[src/rtl/pipeline_pkg.sv]
// Shared MIPS pipeline definitions: control-bit positions, fixed register
// numbers and the write-back source decode.
package pipeline_pkg;

    localparam int unsigned CTL_REGWRITE = 0;
    localparam int unsigned CTL_MEMTOREG = 1;
    localparam int unsigned CTL_LINK     = 2;

    localparam int unsigned LINK_REG  = 31;
    localparam int unsigned ZERO_REG  = 0;
    localparam logic [31:0] NOP_INSTR = 32'h0000_0000;

    typedef enum logic [1:0] {
        WbSelAlu,
        WbSelMem,
        WbSelLink
    } wb_sel_e;

    // Link outranks MemtoReg.
    function automatic wb_sel_e wb_select(input logic [2:0] ctl);
        if (ctl[CTL_LINK]) begin
            return WbSelLink;
        end else if (ctl[CTL_MEMTOREG]) begin
            return WbSelMem;
        end
        return WbSelAlu;
    endfunction

endpackage

[src/rtl/writeback_regfile_if.sv]
// MEM/WB inputs, decode read ports and forwarding outputs of the write-back stage.
interface writeback_regfile_if #(
    parameter int unsigned DATA_W = 32,
    parameter int unsigned ADDR_W = 5,
    parameter int unsigned CNT_W  = 32
);
    logic [ADDR_W-1:0] RegDestAddress;
    logic [DATA_W-1:0] ReadDataRam;
    logic [DATA_W-1:0] AluResult;
    logic [DATA_W-1:0] Instruction;
    logic [DATA_W-1:0] PC;
    logic [2:0]        ControlSignals;
    logic [ADDR_W-1:0] ReadAddr1;
    logic [ADDR_W-1:0] ReadAddr2;
    logic [DATA_W-1:0] ReadData1;
    logic [DATA_W-1:0] ReadData2;
    logic [DATA_W-1:0] WbData;
    logic [ADDR_W-1:0] WbAddr;
    logic              WbEnable;
    logic [CNT_W-1:0]  RetiredCount;

    modport master (
        output RegDestAddress, ReadDataRam, AluResult, Instruction, PC, ControlSignals,
        output ReadAddr1, ReadAddr2,
        input  ReadData1, ReadData2, WbData, WbAddr, WbEnable, RetiredCount
    );

    modport slave (
        input  RegDestAddress, ReadDataRam, AluResult, Instruction, PC, ControlSignals,
        input  ReadAddr1, ReadAddr2,
        output ReadData1, ReadData2, WbData, WbAddr, WbEnable, RetiredCount
    );
endinterface

[src/rtl/regfile_core.sv]
// General-purpose register array: one write port, two combinational read
// ports with write-through bypass; register 0 is hardwired to zero.
module regfile_core
    import pipeline_pkg::*;
#(
    parameter int unsigned DATA_W = 32,
    parameter int unsigned ADDR_W = 5
) (
    input  logic              clk,
    input  logic              reset,
    input  logic              we_i,
    input  logic [ADDR_W-1:0] waddr_i,
    input  logic [DATA_W-1:0] wdata_i,
    input  logic [ADDR_W-1:0] raddr1_i,
    input  logic [ADDR_W-1:0] raddr2_i,
    output logic [DATA_W-1:0] rdata1_o,
    output logic [DATA_W-1:0] rdata2_o
);
    localparam int unsigned NumRegs = 2 ** ADDR_W;
    localparam logic [ADDR_W-1:0] ZeroAddr = ADDR_W'(ZERO_REG);

    logic [DATA_W-1:0] regs_q [NumRegs];
    logic              we_eff;

    assign we_eff = we_i && (waddr_i != ZeroAddr);

    always_ff @(posedge clk or negedge reset) begin
        if (!reset) begin
            for (int i = 0; i < NumRegs; i++) begin
                regs_q[i] <= '0;
            end
        end else if (we_eff) begin
            regs_q[waddr_i] <= wdata_i;
        end
    end

    // Bypass lets decode see the value being committed on this edge.
    function automatic logic [DATA_W-1:0] read_port(input logic [ADDR_W-1:0] raddr);
        if (raddr == ZeroAddr) begin
            return '0;
        end else if (we_eff && (raddr == waddr_i)) begin
            return wdata_i;
        end
        return regs_q[raddr];
    endfunction

    always_comb begin
        rdata1_o = read_port(raddr1_i);
        rdata2_o = read_port(raddr2_i);
    end

endmodule

[src/rtl/writeback_regfile.sv]
// MIPS write-back stage: result select, write-enable gating, register file
// and retired-instruction counter.
module writeback_regfile #(
    parameter int unsigned DATA_W   = 32,
    parameter int unsigned ADDR_W   = 5,
    parameter int unsigned LINK_REG = pipeline_pkg::LINK_REG,
    parameter int unsigned CNT_W    = 32
) (
    input logic                clk,
    input logic                reset,
    writeback_regfile_if.slave bus
);
    import pipeline_pkg::*;

    wb_sel_e           wb_sel;
    logic [DATA_W-1:0] wb_data;
    logic [ADDR_W-1:0] wb_addr;
    logic              wb_en;
    logic [CNT_W-1:0]  cnt_q, cnt_d;

    assign wb_sel = wb_select(bus.ControlSignals);

    always_comb begin
        wb_data = bus.AluResult;
        wb_addr = bus.RegDestAddress;
        case (wb_sel)
            WbSelLink: begin
                // No delay slot: the return address is the next sequential PC.
                wb_data = bus.PC + DATA_W'(4);
                wb_addr = ADDR_W'(LINK_REG);
            end
            WbSelMem: wb_data = bus.ReadDataRam;
            default:  wb_data = bus.AluResult;
        endcase
        wb_en = bus.ControlSignals[CTL_REGWRITE] && (wb_addr != ADDR_W'(ZERO_REG));
    end

    regfile_core #(
        .DATA_W (DATA_W),
        .ADDR_W (ADDR_W)
    ) u_regfile_core (
        .clk      (clk),
        .reset    (reset),
        .we_i     (wb_en),
        .waddr_i  (wb_addr),
        .wdata_i  (wb_data),
        .raddr1_i (bus.ReadAddr1),
        .raddr2_i (bus.ReadAddr2),
        .rdata1_o (bus.ReadData1),
        .rdata2_o (bus.ReadData2)
    );

    always_comb begin
        cnt_d = cnt_q;
        if (bus.Instruction != DATA_W'(NOP_INSTR)) begin
            cnt_d = cnt_q + CNT_W'(1);
        end
    end

    always_ff @(posedge clk or negedge reset) begin
        if (!reset) begin
            cnt_q <= '0;
        end else begin
            cnt_q <= cnt_d;
        end
    end

    assign bus.WbData       = wb_data;
    assign bus.WbAddr       = wb_addr;
    assign bus.WbEnable     = wb_en;
    assign bus.RetiredCount = cnt_q;

endmodule

[src/flat_wrapper.sv]
// flat-port wrapper written by rule: the top's interface ports become plain ports
module writeback_regfile_flat import pipeline_pkg::*;
#(
    parameter int unsigned DATA_W   = 32,
    parameter int unsigned ADDR_W   = 5,
    parameter int unsigned LINK_REG = pipeline_pkg::LINK_REG,
    parameter int unsigned CNT_W    = 32
)
  (clk, reset, bus_RegDestAddress, bus_ReadDataRam, bus_AluResult, bus_Instruction, bus_PC, bus_ControlSignals, bus_ReadAddr1, bus_ReadAddr2, bus_ReadData1, bus_ReadData2, bus_WbData, bus_WbAddr, bus_WbEnable, bus_RetiredCount);
  writeback_regfile_if #(.DATA_W(DATA_W), .ADDR_W(ADDR_W), .CNT_W(CNT_W)) bus_i ();
  input logic clk;
  input logic reset;
  input wire logic [$bits(bus_i.RegDestAddress)-1:0] bus_RegDestAddress;
  input wire logic [$bits(bus_i.ReadDataRam)-1:0] bus_ReadDataRam;
  input wire logic [$bits(bus_i.AluResult)-1:0] bus_AluResult;
  input wire logic [$bits(bus_i.Instruction)-1:0] bus_Instruction;
  input wire logic [$bits(bus_i.PC)-1:0] bus_PC;
  input wire logic [$bits(bus_i.ControlSignals)-1:0] bus_ControlSignals;
  input wire logic [$bits(bus_i.ReadAddr1)-1:0] bus_ReadAddr1;
  input wire logic [$bits(bus_i.ReadAddr2)-1:0] bus_ReadAddr2;
  output wire logic [$bits(bus_i.ReadData1)-1:0] bus_ReadData1;
  output wire logic [$bits(bus_i.ReadData2)-1:0] bus_ReadData2;
  output wire logic [$bits(bus_i.WbData)-1:0] bus_WbData;
  output wire logic [$bits(bus_i.WbAddr)-1:0] bus_WbAddr;
  output wire logic [$bits(bus_i.WbEnable)-1:0] bus_WbEnable;
  output wire logic [$bits(bus_i.RetiredCount)-1:0] bus_RetiredCount;
  assign bus_i.RegDestAddress = bus_RegDestAddress;
  assign bus_i.ReadDataRam = bus_ReadDataRam;
  assign bus_i.AluResult = bus_AluResult;
  assign bus_i.Instruction = bus_Instruction;
  assign bus_i.PC = bus_PC;
  assign bus_i.ControlSignals = bus_ControlSignals;
  assign bus_i.ReadAddr1 = bus_ReadAddr1;
  assign bus_i.ReadAddr2 = bus_ReadAddr2;
  assign bus_ReadData1 = bus_i.ReadData1;
  assign bus_ReadData2 = bus_i.ReadData2;
  assign bus_WbData = bus_i.WbData;
  assign bus_WbAddr = bus_i.WbAddr;
  assign bus_WbEnable = bus_i.WbEnable;
  assign bus_RetiredCount = bus_i.RetiredCount;
  writeback_regfile #(.DATA_W(DATA_W), .ADDR_W(ADDR_W), .LINK_REG(LINK_REG), .CNT_W(CNT_W)) u_core (.clk(clk), .reset(reset), .bus(bus_i));
endmodule
[config.mk]
export PLATFORM = sky130hd
export DESIGN_NAME = writeback_regfile_flat
export DESIGN_NICKNAME = d
export VERILOG_FILES = /design/src/rtl/pipeline_pkg.sv /design/src/rtl/writeback_regfile_if.sv /design/src/rtl/regfile_core.sv /design/src/rtl/writeback_regfile.sv /design/src/flat_wrapper.sv
export SDC_FILE = /design/constraint.sdc
export NUM_CORES = 2
export LEC_CHECK = 0
export ABC_AREA = 1
export BUFFER_PORTS_ARGS = -buffer_cell sky130_fd_sc_hd__buf_2
export CORE_MARGIN = 2
export CORE_UTILIZATION = 40
export DETAILED_ROUTE_END_ITERATION = 8
export PLACE_DENSITY = 0.57
export REMOVE_ABC_BUFFERS = 1
export SLEW_MARGIN = 15
export SYNTH_ARGS = -nofsm -noshare
export SYNTH_HDL_FRONTEND = slang
export SYNTH_SLANG_ARGS = --single-unit
[constraint.sdc]
create_clock -name clk -period 3.2 [get_ports clk]
set_input_delay 0.48 -clock clk [delete_from_list [all_inputs] [get_ports clk]]
set_output_delay 0.48 -clock clk [all_outputs]
set_load 0.1 [all_outputs]
==> impl_metrics.ini <==
[worst_hold_path]
hold_start = bus_ReadDataRam[29]
min_path_type = in2reg

[worst_setup_path]
crit_required_ps = 2720
crit_top_cell = nand2_1
cp_slowest_cell = nand3_1
slowest_delay_ps = 310
crit_chain = buf_2 > nand2_1 > nor2_1 > nand2_1 > nor2_1 > nand2_1 > nand3_1 > nand3_1 > buf_12 > nand2_1 > nand2_1 > buf_12
crit_arrival_ps = 2660
worstSetupPathType = in2out
endpoint_kind = primary output
cp_max_fo = 9
startpoint_type = primary input
crit_start = bus_PC[4]
r2r_start = u_core.bus.RetiredCount[11]

[clock_network]
cts_root_buf = clkbuf_16
worstSkewPairLatency_ps = 790
htreeDepth = 4
cts.sinks = 1056
clock_path_buffers = 3
cts_setup_buffers = 0
cts_inserted_buffers = 133
path_clk_slew_ps = 60
cts_tree = yes

[synthesis]
synth_xor_area_frac = 0.004290
yosys.area.top_type = dfrtp_1
synth_simple_gate_area_frac = 0.3412
synthFlopType = dfrtp_1
ys_types = 39
synth_edf_count = 0
syn-instance-count = 9561
synthAdderAreaFrac = 0.0003954
yosysWarnings = 0
netlist.area_leader.share = 0.4176
ys_ff_latch = 1056
ys_seq_area_frac = 0.4176
synth-compound-area-share = 0.1263
muxShareOfSynthArea = 0
synth_area_um2 = 63290
synth_top_family_by_area = simple AND/OR/NAND/NOR gates
synthTopCellsByArea = dfrtp_1 42%, nand2_1 21%, nand3_1 11%
syn_avg_cell_area_um2 = 6.619
async_flop_share = 1.000

[timing]
hold_ws_ps = 159.5
period_share = 0.9807
final_max_slew_viol_count = 0
finalSetupViolations = 0
max_slew_margin = 0.4810
tightest_slew_ps = 776.7
rsz0062_at_grt = yes
clock.fmax_mhz = 318.7
skew_ps = 9.029
finalCriticalPeriod_ps = 3138
finalHoldViolCount = 0
layout_setup_ws_ps = 61.80

[cells_and_area]
fin_util = 0.4838
layout-drive-gt1-share = 0.1085
fillers = 15670
areaGrowthSynthToFinish_pct = 19.82
nets = 9841

[power]
p_seq_frac = 0.382
p_int_mw = 28.39
ir_drop_v = 0.0006025
p_comb_frac = 0.254
finalPower_mw = 42.98
pwr-share-clk = 0.364
p_sw_frac = 0.3395
switchingPower_mw = 14.59
power_density_nw_per_um2 = 566.7
power.leakage_nw = 36.91

[detailed_routing]
initialDrtViolationCount = 7989
drc_errors = 0
drt_wl_total_um = 272900
vias = 66440
drtAntennaViolNets = 0
via_per_inst = 5.605
wl_per_cell_um = 23.02
drt-pass1-iter-count = 8

[die]
die-area_um2 = 161400
die_h_um = 401.8
io-pin-count = 282
core_um2 = 156800
num_rows = 145
die_w_um = 401.8
start_util = 0.4037

[grt]
grt_max_degree = 102
grt_pass1_vias = 62840
overflow = 0
antenna_found_initial = 4
grt_pass1_wl_um = 407700
grt_usage = 0.3331

[run_status]
status = complete, no violations

[placement]
place.gp.congestion = 0.9762
hpwl_um = 179300
place_ws_ps = 10.62
port_buffers = 281

[flow_run]
maxCapViolCount = 0
cell usage in the layout (no fill, tap or decap), types with 4 or more instances in the layout:
cell       count
nand2_1     3572
nand3_1     1344
dfrtp_1     1056
inv_1        963
o21ai_0      927
buf_4        321
buf_12       249
nor2_1       234
o211ai_1     219
a21oi_1      218
buf_2        179
clkbuf_16    136
o21ai_1       45
clkbuf_8      39
nor2_4        37
inv_2         29
a31oi_1       29
clkbuf_1      29
xor2_1        23
nor3_1        20
clkinv_2      14
nand3_2       11
a22o_1        11
inv_6         10
o21bai_1       8
xnor2_1        8
bufinv_16      8
nand4_1        7
nand3b_1       6
buf_8          5
inv_8          4
flip-flops by register name, summed over array words and instances (netlist names):
register and cells:
u_core.u_regfile_core.regs_q 1024, u_core.bus.RetiredCount 32
synthesized netlist by cell type, types with 2 or more instances:
| library cell | instances |
|---|---|
| buf_6 | 5 |
| nand3_1 | 1353 |
| clkinv_1 | 4 |
| nor3_1 | 20 |
| buf_4 | 9 |
| buf_1 | 56 |
| inv_1 | 970 |
| clkbuf_1 | 471 |
| xnor2_1 | 8 |
| a22o_1 | 11 |
| nor2_2 | 18 |
| a21oi_1 | 218 |
| a31oi_1 | 29 |
| nand2_4 | 3 |
| inv_4 | 2 |
| o211ai_1 | 219 |
| o21ai_1 | 45 |
| nand3_2 | 2 |
| nand4_1 | 7 |
| nand2_2 | 3 |
| dfrtp_1 | 1056 |
| ha_1 | 2 |
| and3_1 | 3 |
| xor2_1 | 23 |
| nand2_1 | 3572 |
| nor2_4 | 7 |
| buf_2 | 221 |
| o21ai_0 | 927 |
| o21bai_1 | 9 |
| nor2_1 | 248 |
| nand3b_1 | 6 |
| inv_2 | 27 |
path summary, 6_finish.rpt:
kind                                                       to  slack [ps]  cells after the start
max                                         bus_ReadData1[11]          60                     12
min                         u_core.u_regfile_core.regs_q[253]         160                      4
max reg2reg                       u_core.bus.RetiredCount[17]        1370                      7
min reg2reg                u_core.u_regfile_core.regs_q[1012]         370                      0
max in group asynchronous   u_core.u_regfile_core.regs_q[299]        1800                      4
min in group asynchronous   u_core.u_regfile_core.regs_q[260]         170                      2
metal layers:
metal	wire, um	GRT usage	vias up
met5	0	0	-
met4	13960	0.1608	0
met3	30090	0.07460	720
met2	116500	0.4984	3829
met1	112300	0.4552	31250
li1	-	-	30640
final cells by class:
type	instances	area [um2]	share of cell area
well taps	2058	2575	0.03396
inverters	1003	3810	0.05024
diodes	1	2.502	0.00003300
multi-input cells	6740	30130	0.3973
repair buffers	757	8398	0.1107
clock inverters	35	444.2	0.005857
clock buffers	204	4049	0.05339
flip-flops and latches	1056	26430	0.3485
cells by family (layout without fill, tap and decap cells):
| kind of cell | after synthesis | count (layout) |
|---|---|---|
| xor+xnor | 31 | 31 |
| compound gates | 1463 | 1463 |
| other cells | 0 | 1 |
| flops | 1056 | 1056 |
| simple gates | 5244 | 5244 |
| fa+ha+maj | 2 | 2 |
| buf+inv | 1765 | 1999 |
worst max-delay path, delay by kind of cell:
kind	cells	cell delay [ps]
and+or+nand+nor	9	1600
buffers and inverters	3	560
repair_timing:
item	CTS	global route
endpoints found under the setup margin	1	3
hold endpoints to repair	98	0
hold buffers	1	0
gates resized for setup	1	4
stage by stage:
step / std cells / TNS (ps) / cell area (um2)
floorplan: 8799 / -724130 / 60080
global placement: 11610 / 0 / 71310
detailed placement: 11610 / 0 / 71310
CTS: 11850 / 0 / 75810
global route: 11850 / -1.509 / 75830
finish: 11850 / 0 / 75830
power groups by stage:
stage	Combinational [mW]	Sequential [mW]	Clock [mW]
5_1_grt	12.0	16.6	16.4
2_1_floorplan	6.35	16.4	0
3_3_place_gp	10.6	16.5	0
3_5_place_dp	10.7	16.6	0
4_1_cts	10.8	16.4	15.9
6_report	10.9	16.4	15.6
(Power assumes the default switching activity.)
